$ cat src/rtl/flux_scheduler.sv
`default_nettype none
// ============================================================================
//  Module      : flux_scheduler
//  Description : Round-robin scheduler. It shares one downstream actor between
//                FLUX input FIFO channels. Each grant serves up to QUANTUM
//                tokens. Every token is forwarded with its flux index as a tag.
//  Revision    : 1.0 - initial release
// ============================================================================
module flux_scheduler #(
    parameter int FLUX       = 2,
    parameter int DATA_WIDTH = 8,
    parameter int QUANTUM    = 4,
    parameter int TAG_WIDTH  = $clog2(FLUX)
) (
    input  logic                            clk,
    input  logic                            rst,
    input  logic [FLUX-1:0]                 in_empty,
    output logic [FLUX-1:0]                 in_read,
    input  logic [DATA_WIDTH-1:0]           in_dout,
    input  logic                            out_full,
    output logic                            out_write,
    output logic [TAG_WIDTH+DATA_WIDTH-1:0] out_din,
    output logic [TAG_WIDTH-1:0]            grant_tag,
    output logic                            grant_valid
);

    localparam int c_CNT_WIDTH  = $clog2(QUANTUM + 1);
    // One extra bit so (last + 1 + i) never overflows before the explicit wrap.
    localparam int c_CAND_WIDTH = TAG_WIDTH + 1;

    localparam logic [0:0] c_IDLE  = 1'b0;
    localparam logic [0:0] c_SERVE = 1'b1;

    localparam logic [c_CNT_WIDTH-1:0]  c_LAST_CNT   = c_CNT_WIDTH'(QUANTUM - 1);
    localparam logic [TAG_WIDTH-1:0]    c_LAST_RESET = TAG_WIDTH'(FLUX - 1);
    localparam logic [c_CAND_WIDTH-1:0] c_FLUX       = c_CAND_WIDTH'(FLUX);

    logic [0:0]              r_state;
    logic [TAG_WIDTH-1:0]    r_tag;
    logic [TAG_WIDTH-1:0]    r_last;
    logic [c_CNT_WIDTH-1:0]  r_count;

    logic                    w_found;
    logic [TAG_WIDTH-1:0]    w_pick;
    logic [c_CAND_WIDTH-1:0] w_cand;
    logic [TAG_WIDTH-1:0]    w_idx;
    logic                    w_xfer;
    logic                    w_exit;
    logic [FLUX-1:0]         w_read;

    // Round-robin search starting after the last served flux, wrapping modulo FLUX.
    always_comb begin
        w_found = 1'b0;
        w_pick  = '0;
        w_cand  = '0;
        w_idx   = '0;
        for (int i = 0; i < FLUX; i++) begin
            w_cand = {1'b0, r_last} + c_CAND_WIDTH'(i) + c_CAND_WIDTH'(1);
            if (w_cand >= c_FLUX) begin
                w_cand = w_cand - c_FLUX;
            end
            w_idx = w_cand[TAG_WIDTH-1:0];
            if (!w_found && !in_empty[w_idx]) begin
                w_found = 1'b1;
                w_pick  = w_idx;
            end
        end
    end

    assign grant_valid = (r_state == c_SERVE);
    assign grant_tag   = r_tag;
    assign w_xfer      = grant_valid && !in_empty[r_tag] && !out_full;
    // An empty granted FIFO ends the burst even while the output is stalled.
    assign w_exit      = (w_xfer && (r_count == c_LAST_CNT)) || in_empty[r_tag];

    // Read strobe goes only to the granted flux, and only on a transfer.
    always_comb begin
        w_read = '0;
        if (w_xfer) begin
            w_read[r_tag] = 1'b1;
        end
    end

    assign in_read   = w_read;
    assign out_write = w_xfer;
    assign out_din   = {r_tag, in_dout};

    // Grant state machine: IDLE arbitrates, SERVE streams one burst.
    always_ff @(posedge clk or posedge rst) begin
        if (rst) begin
            r_state <= c_IDLE;
            r_tag   <= '0;
            r_last  <= c_LAST_RESET;
            r_count <= '0;
        end else begin
            case (r_state)
                c_IDLE: begin
                    if (w_found) begin
                        r_tag   <= w_pick;
                        r_count <= '0;
                        r_state <= c_SERVE;
                    end
                end
                c_SERVE: begin
                    if (w_xfer) begin
                        r_count <= r_count + c_CNT_WIDTH'(1);
                    end
                    if (w_exit) begin
                        r_last  <= r_tag;
                        r_state <= c_IDLE;
                    end
                end
                default: r_state <= c_IDLE;
            endcase
        end
    end

endmodule
`default_nettype wire

$ cat config.mk
export PLATFORM = sky130hd
export DESIGN_NAME = flux_scheduler
export DESIGN_NICKNAME = d
export VERILOG_FILES = /design/src/rtl/flux_scheduler.sv
export SDC_FILE = /design/constraint.sdc
export NUM_CORES = 1
export LEC_CHECK = 0
export ABC_AREA = 1
export CORE_MARGIN = 3
export CORE_UTILIZATION = 25
export CTS_CLUSTER_SIZE = 20
export DETAILED_ROUTE_END_ITERATION = 16
export GPL_TIMING_DRIVEN = 0
export PLACE_DENSITY = 0.56
export SLEW_MARGIN = 20
export SYNTH_ARGS = -nofsm -noshare
export SYNTH_HDL_FRONTEND = slang
export SYNTH_SLANG_ARGS = --single-unit
$ cat constraint.sdc
create_clock -name clk -period 1.45 [get_ports clk]
set_clock_uncertainty 0.2 [all_clocks]
set_input_delay 0.29 -clock clk [delete_from_list [all_inputs] [get_ports clk]]
set_output_delay 0.29 -clock clk [all_outputs]
set_load 0.01 [all_outputs]
# Yosys cells after proc, flatten, opt, wreduce, memory -nomap -nowiden
# Cells that the tools add are included.
# totals
reg_bits	6
latchBits	0
mem_bits_rw	0
rom_bits	0
n_memories	0
# classes
n_addsub	5
n_mul	0
div_mod_pow	0
magnitude_cmp	6
eq_ne	3
shift	0
muxes	21
bitwise	1
n_reduce_logical	12
# ops
operator	count
$mux 1	15
$lt 1x2->1 const B	3
$mux 3	2
$pmux 3 s2	1
$reduce_and 2->1	3
$logic_and 1x1->1	5
$ge 2x2->1 const B	2
$add 3x1->3 const B	1
$eq 3x2->1 const B	1
$logic_not 1->1	3
$add 1x1->2 const B	1
$add 2x1->2 const B	1
$mux 2	1
$ne 2x1->1 const B	1
$ne 2x2->1 const B	1
$pmux 1 s2	1
$sub 1x1->1 const B	2
$demux 1 s1	1
$ge 1x1->1 const B	1
$logic_or 1x1->1	1
$not 1->1	1

# Logic depth before layout (Yosys ltp)
# logic_depth
depth_word	11
ltp_mapped	7

# Worst setup path after synthesis
# No wires, ideal clock.
# synth_path
path_kind	reg2out
start	reg r_state (netlist: grant_valid)
end	out in_read[0]
arrival_time_ps	919
required_ps	960
path_slack_ps	41
path_stages_with_launch	5
path_cell_list	dfrtp_1 > inv_2 > nor2_4 > inv_1 > nor3_1
# synth_via
elab_chain_len	3
# synth_lines
element	line_no	rtl
start: declaration	38	logic [0:0] r_state;
start signal: assignment	91	r_state <= c_IDLE;
start signal: assignment	101	r_state <= c_SERVE;
start signal: assignment	110	r_state <= c_IDLE;
$logic_and 1x1->1 (2 in series)	72	assign w_xfer = grant_valid && !in_empty[r_tag] && !out_full;
$mux 2	79	if (w_xfer) begin
end: declaration	18	output logic [FLUX-1:0] in_read,
# Every way passes these cells.

# Worst setup path after layout
# layout_path
start	reg r_state (netlist: grant_valid)
end	out in_read[1]
# The elaborated chain is that of the path after synthesis.

==> results.cfg <==
[synth]
syn_avg_cell_area_um2 = 7.99
synth.distinct_cells = 16
synth_cells = 54
yosys_register_bits = 6
syn_area_um2 = 432
yosysWarnings = 0
ys_seq_area_share_pct = 35.1
syn_nets = 69

[route]
wl_per_cell_um = 10.1
wl_um = 1010
drt-pass1-iter-count = 1
via_per_inst = 4.25
drc = 0
drt-initial-drc-count = 0
vias = 425
final_antenna_net_count = 0

[setup_path]
cp_max_fo = 2
cpMostUsedCell = inv_2
crit_chain = inv_2, nor2_4, inv_2, nor3_1, buf_2
cp_data_arrival_time_ns = 1.10
worstPathRequired_ns = 0.96
criticalPathCategory = register to primary output
startpoint_type = register
endpoint_kind = primary output
slowest_delay_ns = 0.36
cpMaxStageDelayCell = dfrtp_1

[grt]
grt_use_total_pct = 10.6
globalRoute.busiestLayer = met2
antenna_found_initial = 0
use_met2_pct = 15.5
met1_usage_pct = 12.0
grt_pass1_wl_um = 1570
grt_max_degree = 7
first_global_vias = 407
grt_use_met3_pct = 6.77
grt_overflow = 0

[final_layout]
antenna_cells = 0
layout_common_cells = 16 x buf_4, 13 x nand2_1, 9 x clkdlybuf4s50_1
mostFrequentLayoutCell = buf_4
drive_gt1_share_pct = 45.2
design_area_um2 = 714
areaGrowthSynthToFinish_pct = 65.5
layout.nets = 100

[run]
maxCapViolCount = 0

[timing]
fin_ws_ns = -0.144
period_share_pct = 110
worst_slew_pin_slew_ns = 0.236
rsz0062_at_grt = true
slew_headroom_pct = 84.3
final.setup.tns_ns = -0.354
fmax_mhz = 627
hold_viol_final = 0
finalMaxSlewViolations = 0
setup_viol = 3
fin_crit_ns = 1.59

[clocking]
tritoncts = done
cts.sinks = 6
clk_pin_slew_ns = 0.05
clock_latency_ns = 0.24
clock-root-buffer = clkbuf_4
cts_buffers = 3
clock_path_buffers = 2
holdBufCountCts = 0
h-tree-depth = 1

[die]
die_area_um2 = 2260
coreArea_um2 = 1560
fp.dieH_um = 47.6
start_util_pct = 27.7
die_w_um = 47.6
num_rows = 14
ios = 27

[place]
io_buffers = 18
gp_congestion = 0.732
placed_cell_area_um2 = 632
dp_hpwl_um = 670

[status]
violations = negative setup slack
status = finished with violations

[power]
p_leak_uw = 0.000392
p_per_area_nw_per_um2 = 1560
p_total_uw = 1120
peakVddDrop_mv = 0.617

[min_path]
hold_path_class = input pin to async pin
[synth_stat cells]
master / count / share of area [%]
nor2_4: 1 / 2.6
nand3_1: 4 / 4.6
nand2_4: 1 / 2.6
nor3_1: 2 / 2.3
dfstp_2: 1 / 6.1
inv_1: 7 / 6.1
buf_4: 9 / 16
o21ai_0: 2 / 2.3
o21ai_1: 1 / 1.2
nand3_4: 1 / 4.1
nand3_2: 1 / 2.3
inv_4: 1 / 1.5
nand2_1: 14 / 12
inv_2: 2 / 1.7
dfrtp_1: 5 / 29
ha_1: 2 / 5.8
[sequential cells by signal, indices dropped and copies added (netlist names)]
name         count
r_count          3
grant_valid      1
grant_tag        1
r_last           1
[area by class of cell]
type                    instances  area (µm²)
fillers                       169         845
plain buffers                   8        60.1
clock buffers                   4        26.3
well taps                      16        20.0
inverters                      10        40.0
repair buffers                 27         230
flip-flops and latches          6         153
multi-input cells              29         185
[per-stage QoR]
stage / setup slack (ns) / hold slack (ns) / cells / util, %
CTS: -0.173 / 0.0470 / 98 / 44.9
global placement: -0.699 / 0.257 / 88 / 40.5
floorplan: 0.0415 / -0.120 / 54 / -
global route: -0.233 / 0.0667 / 100 / 45.8
detailed placement: -0.706 / 0.257 / 88 / 40.5
finish: -0.144 / 0.0628 / 100 / 45.8
[power breakdown]
part           switching, µW  total (µW)  leakage (µW)  internal (µW)
registers               68.2         318     0.0000734            250
clock network           63.7         168     0.0000150            104
logic                    297         631      0.000304            335
[layer usage]
layer	up-vias	share of wire [%]
met1	187	45
met5	-	0
li1	217	-
met3	2	8.6
met2	19	45
met4	0	1.1
[logic make-up after synthesis]
family	count (synthesis)	synth area share (%)
AOI/OAI and AO/OA	3	3.48
adders and majority gates	2	5.80
buffers and inverters	19	24.9
DFF	6	35.1
and+or+nand+nor	24	30.7
[critical path, delay by kind of cell (launching register included)]
kind | cells | cell delay, ns
DFF | 1 | 0.36
buffers and inverters | 3 | 0.27
and+or+nand+nor | 2 | 0.24
[worst paths after layout]
| kind | start | end | slack, ns | cells after the start |
|---|---|---|---|---|
| hold / removal | rst | r_count[0] | 0.06 | 2 |
| hold reg to reg | r_last | r_last | 0.26 | 2 |
| setup reg to reg | r_count[0] | r_last | 0.08 | 7 |
| setup / recovery | grant_valid | in_read[1] | -0.14 | 5 |
| max in group asynchronous | rst | r_last | 0.73 | 2 |
| min in group clk | r_last | r_last | 0.26 | 2 |
[repair_timing]
action,CTS,global route
pin swaps,2,1
buffers inserted,6,3
gates resized for setup,33,3
setup endpoints to repair,6,7
Power figures use the tool's default switching activity.
